[src/rtl/bus_master_if.sv]
// ---------------------------------------------------------------------------
// bus_master_if
//
// Per-master initiator front end for the shared 4-master/8-slave bus.
// Converts a simple level-sensitive core request into the bus master
// handshake (request -> grant -> one-cycle address strobe -> wait for
// slave ready) and returns read data / write completion to the core with
// a one-cycle acknowledge. A watchdog aborts accesses whose slave never
// asserts ready.
//
// States:
//   IDLE   | waiting for core_req; core inputs are latched here only
//   REQ    | m_req_ low, waiting (unbounded) for m_grnt_ low
//   ACCESS | m_as_ low for exactly this cycle, watchdog starts at 1
//   WAIT   | m_as_ high, waiting for m_rdy or watchdog == TIMEOUT
//   DONE   | core_ack high, m_req_ released for re-arbitration
//
// Ports:
//   clk, reset            - clock, asynchronous active-high reset
//   core_req/addr/rw/
//   core_wr_data          - core-side request (sampled only in IDLE)
//   core_ack/err/rd_data  - one-cycle completion pulse, abort flag, read data
//   core_busy             - high whenever the FSM is not in IDLE
//   m_req_/m_grnt_        - bus request / grant, active-low
//   m_addr/m_rw/m_wr_data - bus address phase, stable for the whole transfer
//   m_as_                 - address strobe, active-low
//   m_busy                - transfer-type busy flag, always 0 here
//   m_rd_data/m_rdy       - muxed slave read data and ready
//
// Every output comes straight from a flop. Output flops are loaded from
// the next-state value so they change in the same cycle as the state.
// ---------------------------------------------------------------------------
module bus_master_if #(
  parameter int unsigned ADDR_W  = 32,
  parameter int unsigned DATA_W  = 32,
  parameter int unsigned TIMEOUT = 16
) (
  input  logic              clk,
  input  logic              reset,
  // core side
  input  logic              core_req,
  input  logic [ADDR_W-1:0] core_addr,
  input  logic              core_rw,
  input  logic [DATA_W-1:0] core_wr_data,
  output logic              core_ack,
  output logic              core_err,
  output logic [DATA_W-1:0] core_rd_data,
  output logic              core_busy,
  // bus side
  output logic              m_req_,
  input  logic              m_grnt_,
  output logic [ADDR_W-1:0] m_addr,
  output logic              m_as_,
  output logic              m_rw,
  output logic              m_busy,
  output logic [DATA_W-1:0] m_wr_data,
  input  logic [DATA_W-1:0] m_rd_data,
  input  logic              m_rdy
);

  localparam logic [15:0] TIMEOUT_W = 16'(TIMEOUT);

  typedef enum logic [2:0] {
    S_IDLE   = 3'd0,
    S_REQ    = 3'd1,
    S_ACCESS = 3'd2,
    S_WAIT   = 3'd3,
    S_DONE   = 3'd4
  } state_t;

  state_t              state_q, state_d;
  logic [15:0]         wd_q, wd_d;
  logic                m_req_q, m_req_d;
  logic                m_as_q, m_as_d;
  logic                m_rw_q, m_rw_d;
  logic                m_busy_q, m_busy_d;
  logic [ADDR_W-1:0]   m_addr_q, m_addr_d;
  logic [DATA_W-1:0]   m_wr_data_q, m_wr_data_d;
  logic                core_ack_q, core_ack_d;
  logic                core_err_q, core_err_d;
  logic                core_busy_q, core_busy_d;
  logic [DATA_W-1:0]   core_rd_data_q, core_rd_data_d;

  // -------------------------------------------------------------------------
  // Next-state and datapath
  // -------------------------------------------------------------------------
  always_comb begin
    state_d        = state_q;
    wd_d           = wd_q;
    m_addr_d       = m_addr_q;
    m_rw_d         = m_rw_q;
    m_wr_data_d    = m_wr_data_q;
    core_rd_data_d = core_rd_data_q;
    core_err_d     = 1'b0;
    m_busy_d       = 1'b0;

    case (state_q)
      S_IDLE: begin
        if (core_req) begin
          m_addr_d    = core_addr;
          m_rw_d      = core_rw;
          m_wr_data_d = core_wr_data;
          state_d     = S_REQ;
        end
      end

      S_REQ: begin
        if (!m_grnt_) begin
          state_d = S_ACCESS;
          // Watchdog counts ACCESS as the first cycle of the access.
          wd_d    = 16'd1;
        end
      end

      S_ACCESS: begin
        if (m_rdy) begin
          state_d = S_DONE;
          if (m_rw_q) begin
            core_rd_data_d = m_rd_data;
          end
        end else begin
          state_d = S_WAIT;
          wd_d    = 16'(wd_q + 16'd1);
        end
      end

      S_WAIT: begin
        // Ready has priority over the timeout in the same cycle.
        if (m_rdy) begin
          state_d = S_DONE;
          if (m_rw_q) begin
            core_rd_data_d = m_rd_data;
          end
        end else if (wd_q == TIMEOUT_W) begin
          state_d        = S_DONE;
          core_err_d     = 1'b1;
          core_rd_data_d = '0;
        end else begin
          wd_d = 16'(wd_q + 16'd1);
        end
      end

      S_DONE: begin
        state_d = S_IDLE;
      end

      default: begin
        state_d = S_IDLE;
      end
    endcase

    // Output flops follow the state being entered.
    m_req_d     = !((state_d == S_REQ) || (state_d == S_ACCESS) || (state_d == S_WAIT));
    m_as_d      = (state_d != S_ACCESS);
    core_ack_d  = (state_d == S_DONE);
    core_busy_d = (state_d != S_IDLE);
  end

  // -------------------------------------------------------------------------
  // Registers
  // -------------------------------------------------------------------------
  always_ff @(posedge clk or posedge reset) begin
    if (reset) begin
      state_q        <= S_IDLE;
      wd_q           <= '0;
      m_req_q        <= 1'b1;
      m_as_q         <= 1'b1;
      m_rw_q         <= 1'b1;
      m_busy_q       <= 1'b0;
      m_addr_q       <= '0;
      m_wr_data_q    <= '0;
      core_ack_q     <= 1'b0;
      core_err_q     <= 1'b0;
      core_busy_q    <= 1'b0;
      core_rd_data_q <= '0;
    end else begin
      state_q        <= state_d;
      wd_q           <= wd_d;
      m_req_q        <= m_req_d;
      m_as_q         <= m_as_d;
      m_rw_q         <= m_rw_d;
      m_busy_q       <= m_busy_d;
      m_addr_q       <= m_addr_d;
      m_wr_data_q    <= m_wr_data_d;
      core_ack_q     <= core_ack_d;
      core_err_q     <= core_err_d;
      core_busy_q    <= core_busy_d;
      core_rd_data_q <= core_rd_data_d;
    end
  end

  assign m_req_       = m_req_q;
  assign m_as_        = m_as_q;
  assign m_rw         = m_rw_q;
  assign m_busy       = m_busy_q;
  assign m_addr       = m_addr_q;
  assign m_wr_data    = m_wr_data_q;
  assign core_ack     = core_ack_q;
  assign core_err     = core_err_q;
  assign core_busy    = core_busy_q;
  assign core_rd_data = core_rd_data_q;

endmodule

[config.mk]
export PLATFORM = sky130hd
export DESIGN_NAME = bus_master_if
export DESIGN_NICKNAME = d
export VERILOG_FILES = /design/src/rtl/bus_master_if.sv
export SDC_FILE = /design/constraint.sdc
export NUM_CORES = 1
export LEC_CHECK = 0
export ABC_AREA = 1
export CORE_MARGIN = 2
export CORE_UTILIZATION = 35
export DETAILED_ROUTE_END_ITERATION = 7
export GPL_ROUTABILITY_DRIVEN = 0
export HOLD_SLACK_MARGIN = 0.1
export PLACE_DENSITY = 0.64
export SETUP_SLACK_MARGIN = 0.4
export SYNTH_ARGS = -nofsm -noshare
export SYNTH_HDL_FRONTEND = slang
export SYNTH_SLANG_ARGS = --single-unit
[constraint.sdc]
create_clock -name clk -period 4.65 [get_ports clk]
set_clock_uncertainty 0.05 [all_clocks]
set_input_delay 0.6975 -clock clk [delete_from_list [all_inputs] [get_ports clk]]
set_output_delay 0.6975 -clock clk [all_outputs]
set_load 0.02 [all_outputs]
## After elaboration in Yosys (flattened, before gate mapping)

Index checks and enable logic that the tools add are counted.

| cells by class | value |
|---|---|
| multiplexer cells | 19 |
| div/mod/pow operators | 0 |
| bitwise operators | 0 |
| reduce and logical (&&, ||, !) cells | 10 |
| $add $sub $neg | 1 |
| shifts and indexed selects | 0 |
| eq/ne operators | 15 |
| multiply operators | 0 |
| magnitude comparators | 0 |

Operators with widths:

| cell | number |
|---|---|
| $mux W32 | 4 |
| $mux W16 | 4 |
| $pmux W32 S2 | 1 |
| $pmux W16 S3 | 1 |
| $add A16 B1 Y16 const B | 1 |
| $eq A16 B5 Y1 const B | 1 |
| $mux W3 | 5 |
| $eq A3 B2 Y1 const B | 4 |
| $pmux W3 S4 | 1 |
| $ne A2 B2 Y1 const B | 5 |
| $eq A3 B1 Y1 const B | 2 |
| $reduce_bool A3 Y1 | 2 |
| $reduce_and A5 Y1 | 1 |
| $eq A3 B3 Y1 const B | 1 |
| $logic_not A3 Y1 | 1 |
| $mux W1 | 3 |
| $ne A3 B2 Y1 const B | 1 |
| $ne A3 B3 Y1 const B | 1 |
| $reduce_and A3 Y1 | 1 |
| $logic_or A1 B1 Y1 | 2 |
| $reduce_and A2 Y1 | 1 |
| $reduce_bool A2 Y1 | 1 |
| $logic_not A1 Y1 | 1 |

| storage, ports and cells | value |
|---|---|
| RAM bits | 0 |
| latch bits | 0 |
| input port bits | 102 |
| register bits after elaboration | 121 |
| ROM bits | 0 |
| memories kept | 0 |
| word-level logic and storage cells | 56 |

## Longest topological paths before layout

| logic depth | value |
|---|---|
| depth in word-level cells | 8 |
| gate-level depth with buffers | 10 |
| gate-level depth less buffers | 10 |

## Least setup slack after synthesis

Ideal clock, no wire load.

| timing path | value |
|---|---|
| kind | input-to-reg |
| start | input port core_req |
| end | register m_addr_q[0], in the netlist m_addr[0] |
| data arrival time | 1.435 ns |
| cell stages on the path | 4 |
| library setup time | 0.125 ns |
| setup slack | 3.040 ns |
| path buffers | 2 |
| path through | nand3_1 > buf_4 > buf_6 > mux2_4 |

| between the ends | value |
|---|---|
| longest elaborated chain between the ends | 1 |

Ends and longest elaborated chain:

| what | line | text |
|---|---|---|
| start, declared | 41 | `input logic core_req,` |
| $reduce_and A2 Y1 (no line) | - |  |
| end signal, assigned | 183 | `m_addr_q <= m_addr_d;` |
| end, declared | 77 | `logic [ADDR_W-1:0] m_addr_q, m_addr_d;` |

Every way passes these cells.
A chain may end at the register's enable or synchronous reset.

## Worst setup path after layout

| timing path | value |
|---|---|
| start | register state_q[2] |
| end | register core_rd_data_q[10], in the netlist core_rd_data[10] |

| between the ends | value |
|---|---|
| longest elaborated chain between the ends | 3 |
| elaborated cells on any way between the ends | 7 |
| those cells by class | 4 x eq/ne; 1 x mux; 2 x reduce/logical |

Ends and longest elaborated chain:

| what | line | text |
|---|---|---|
| start, declared | 71 | `state_t state_q, state_d;` |
| start signal, assigned | 177 | `state_q <= state_d;` |
| $eq A3 B2 Y1 | 97 | `case (state_q)` |
| $ne A3 B3 Y1 (no line), or another cell as far along | - |  |
| $reduce_and A3 Y1 (no line) | - |  |
| end signal, assigned | 188 | `core_rd_data_q <= core_rd_data_d;` |
| end, declared | 82 | `logic [DATA_W-1:0] core_rd_data_q, core_rd_data_d;` |

Several ways; a longest one is shown, not always the timed one.

==> impl_metrics.ini <==
[status]
outcome = finished, final reports clean

[global_routing]
grt_pass1_vias = 4725
grt_start_max_net_pins = 77
met2_usage_pct = 26.07
gr-total-overflow = 0
grt_pass1_wl_um = 24160
grt_use_met1_pct = 21.81
grt.busiest_layer = met2
grt_antenna_before_repair = 0
globalRouteMet3Util_pct = 6.992
groute.usage.overall_pct = 17.05

[hold_path]
hp_class = reg -> reg
timing.hold.worst.start = m_wr_data[2]

[sta]
slew_hr_pct = 36.36
setup_violations = 0
fin_crit_ns = 2.842
achievable-frequency_mhz = 351.8
timing_max_transition_violations_final = 0
tightest_slew_ns = 0.9547
timing.setup.tns_ns = 0
min_period_over_period_pct = 61.13
grt_setup_unrepaired = false
hold_fails_final_rpt = 0

[floorplan]
starting_density_of_the_core_pct = 35.72
placement_rows = 47
ios = 205
design.die.area_mm2 = 0.01792
floorplan.die.height_um = 133.9
core_region_area_mm2 = 0.01652
die_outline_width_um = 133.9

[pwr]
ir_worst_vdd_mv = 0.5018
cellLeakagePower_nw = 3.823
power-per-cell-area_mw_per_mm2 = 721.0

[route]
antenna_violating_nets_post_route = 0
drc = 0
routed_wl_um = 15060
vias = 4757
routed_via_density = 4.682
detail_route.wl_per_cell_um = 14.82
dr.pass1.iters = 4
drt_first_iter_violations = 202

[logic_synthesis]
synth_fp_nets = 691
synth_seq_area_share_pct = 51.37
ys_warn_count = 0
post_synth.cell_area_avg_um2 = 10.05
post_synth_edffs = 0
yosysUniqueCellTypes = 33
ys_seq_elements = 121
mappedNetlistArea_mm2 = 0.005902
asyncSetResetFlopFracSynth_pct = 100.0
number_of_instances_in_the_synthesized_netlist = 587
dominantRegCellSynth = dfrtp_1

[clocking]
cts.clk_slew.worst_paths_ns = 0.06
clk_path_buf_depth = 2
post_cts_buffers = 0
clk-insertion-delay-late_ns = 0.41
cts-hold-fix-buffers = 0
cts_tree = done
root_cell_of_the_clock_tree = clkbuf_16
number_of_clock_sinks = 121
h-tree-depth = 4
tritoncts.num_buffers = 17
cts_resized = 0

[place]
dp.cells = 984
port_buffers = 203
place_hpwl_um = 10520

[critical_path]
timing.critical_path.from_type = flop
critPathMaxFanout = 35
worstPathArrival_ns = 3.13
worstPathRequired_ns = 4.94
crit_path_end_kind = flop
critical_path.startpoint = state_q[2]
timing.rr.start = state_q[2]
worst-setup-path-type = reg -> reg

[finish]
diodes = 0
final-instance-count-excl-fill = 1016
total_number_of_nets_in_the_final_design = 887
layout.filler_cells = 1458
flow.area_growth_from_synthesis_pct = 46.75
share_of_layout_cells_above_drive_strength_1_pct = 18.22

[run]
maxCapViolCount = 0
[stage by stage]
| stage | hold WS [ns] | setup slack (ns) | util, % | cell area, um^2 | total power, W |
|---|---|---|---|---|---|
| 3_5_place_dp | 0.4422 | 1.802 | 48.72 | 8050 | 0.004934 |
| 5_1_grt | 0.4572 | 1.597 | 52.41 | 8661 | 0.006621 |
| 4_1_cts | 0.4549 | 1.789 | 52.41 | 8661 | 0.006320 |
| 6_report | 0.4503 | 1.808 | 52.41 | 8661 | 0.006245 |
| 2_1_floorplan | 0.4161 | 0.6933 | - | 5902 | 0.003712 |
| 3_3_place_gp | 0.4369 | 1.895 | 48.72 | 8050 | 0.004874 |
[power breakdown]
group | leakage, nW | internal (W) | total [W] | switching (W)
clock | 0.288 | 0.000861 | 0.00134 | 0.000475
combinational | 2.04 | 0.00153 | 0.00310 | 0.00157
sequential | 1.49 | 0.00154 | 0.00181 | 0.000268
total | 3.82 | 0.00393 | 0.00624 | 0.00231
[synthesized netlist by cell type (2+ instances only)]
cell | instances | share of area (%)
nor2_2 | 2 | 0.21
ha_1 | 2 | 0.42
mux2_2 | 25 | 4.8
clkbuf_1 | 7 | 0.45
buf_4 | 2 | 0.25
o21ai_2 | 26 | 3.9
nand4_1 | 7 | 0.74
xor2_1 | 4 | 0.59
nand2_2 | 2 | 0.21
nand2_1 | 92 | 5.9
buf_1 | 3 | 0.19
inv_1 | 54 | 3.4
nand3_1 | 19 | 1.6
o21ai_1 | 3 | 0.25
o21bai_1 | 2 | 0.25
dfstp_2 | 3 | 1.3
buf_2 | 10 | 0.85
nor3_1 | 2 | 0.17
nand3b_1 | 2 | 0.25
o21ai_0 | 16 | 1.4
nor2_1 | 63 | 4.0
dfrtp_1 | 118 | 50
buf_6 | 9 | 1.7
inv_2 | 3 | 0.19
a21oi_1 | 64 | 5.4
mux2_4 | 40 | 10
[per-layer routing]
layer	vias to the layer above	share of wire [%]
met4	0	1.7
met1	2235	44
met5	-	0
met2	188	45
li1	2314	-
met3	20	9.2
[flip-flops by register name (all words and copies together) (netlist names)]
register	cells
m_as_	1
core_ack	1
core_err	1
m_wr_data	32
m_rw	1
wd_q	16
m_req_	1
m_addr	32
core_rd_data	32
state_q	3
core_busy	1
[final cells by class]
class	instances	area, um^2	share of cell area, %
clock inverter	9	112.6	1.300
multi-input combinational	376	2442	28.20
sequential	121	3032	35.00
timing repair buffer	210	2085	24.07
clock buffer	23	498.0	5.750
inverter	57	216.5	2.499
tap	220	275.3	3.178
[critical path, cell delays in order, from the launching register on]
cell and delay (ns):
dfrtp_1 0.40, nor2_4 0.31, inv_2 0.17, nor2_8 0.42, nand3_4 0.15, nand2_2 0.55
buf_4 0.49, nand2_1 0.12, o21ai_2 0.08
[final timing paths]
path	endpoint	slack [ns]	cells past startpoint
max	core_rd_data[10]	1.81	8
min	m_wr_data[2]	0.45	1
max reg2reg	core_rd_data[10]	1.81	8
min reg2reg	m_wr_data[2]	0.45	1
max in group asynchronous	m_req_	2.77	3
min in group asynchronous	m_wr_data[23]	0.81	2
[layout by cell type (no fill, tap or decap), drive strengths merged]
master / count
conb: 1
nor2: 67
nand2: 94
a21oi: 64
nor3: 2
nand4: 7
dfstp: 3
mux2: 65
or2: 1
inv: 58
o21bai: 2
clkinvlp: 4
bufinv: 2
buf: 7
clkdlybuf4s50: 203
nand3b: 2
xor2: 4
o21ai: 45
clkinv: 2
nand3: 20
clkbuf: 23
ha: 2
dfrtp: 118
[kinds of logic (layout without fill, tap and decap cells)]
logic type / Yosys count / after routing / share of synthesized area (%)
and+or+nand+nor: 193 / 193 / 13.99
muxes: 65 / 65 / 14.95
adders and majority gates: 2 / 2 / 0.4239
buffers and inverters: 90 / 299 / 7.462
xor gates and xnor gates: 4 / 4 / 0.5935
AOI/OAI and AO/OA: 111 / 111 / 11.15
other: 1 / 1 / 0.06354
DFF: 121 / 121 / 51.37
Power figures use the tool's default switching activity.
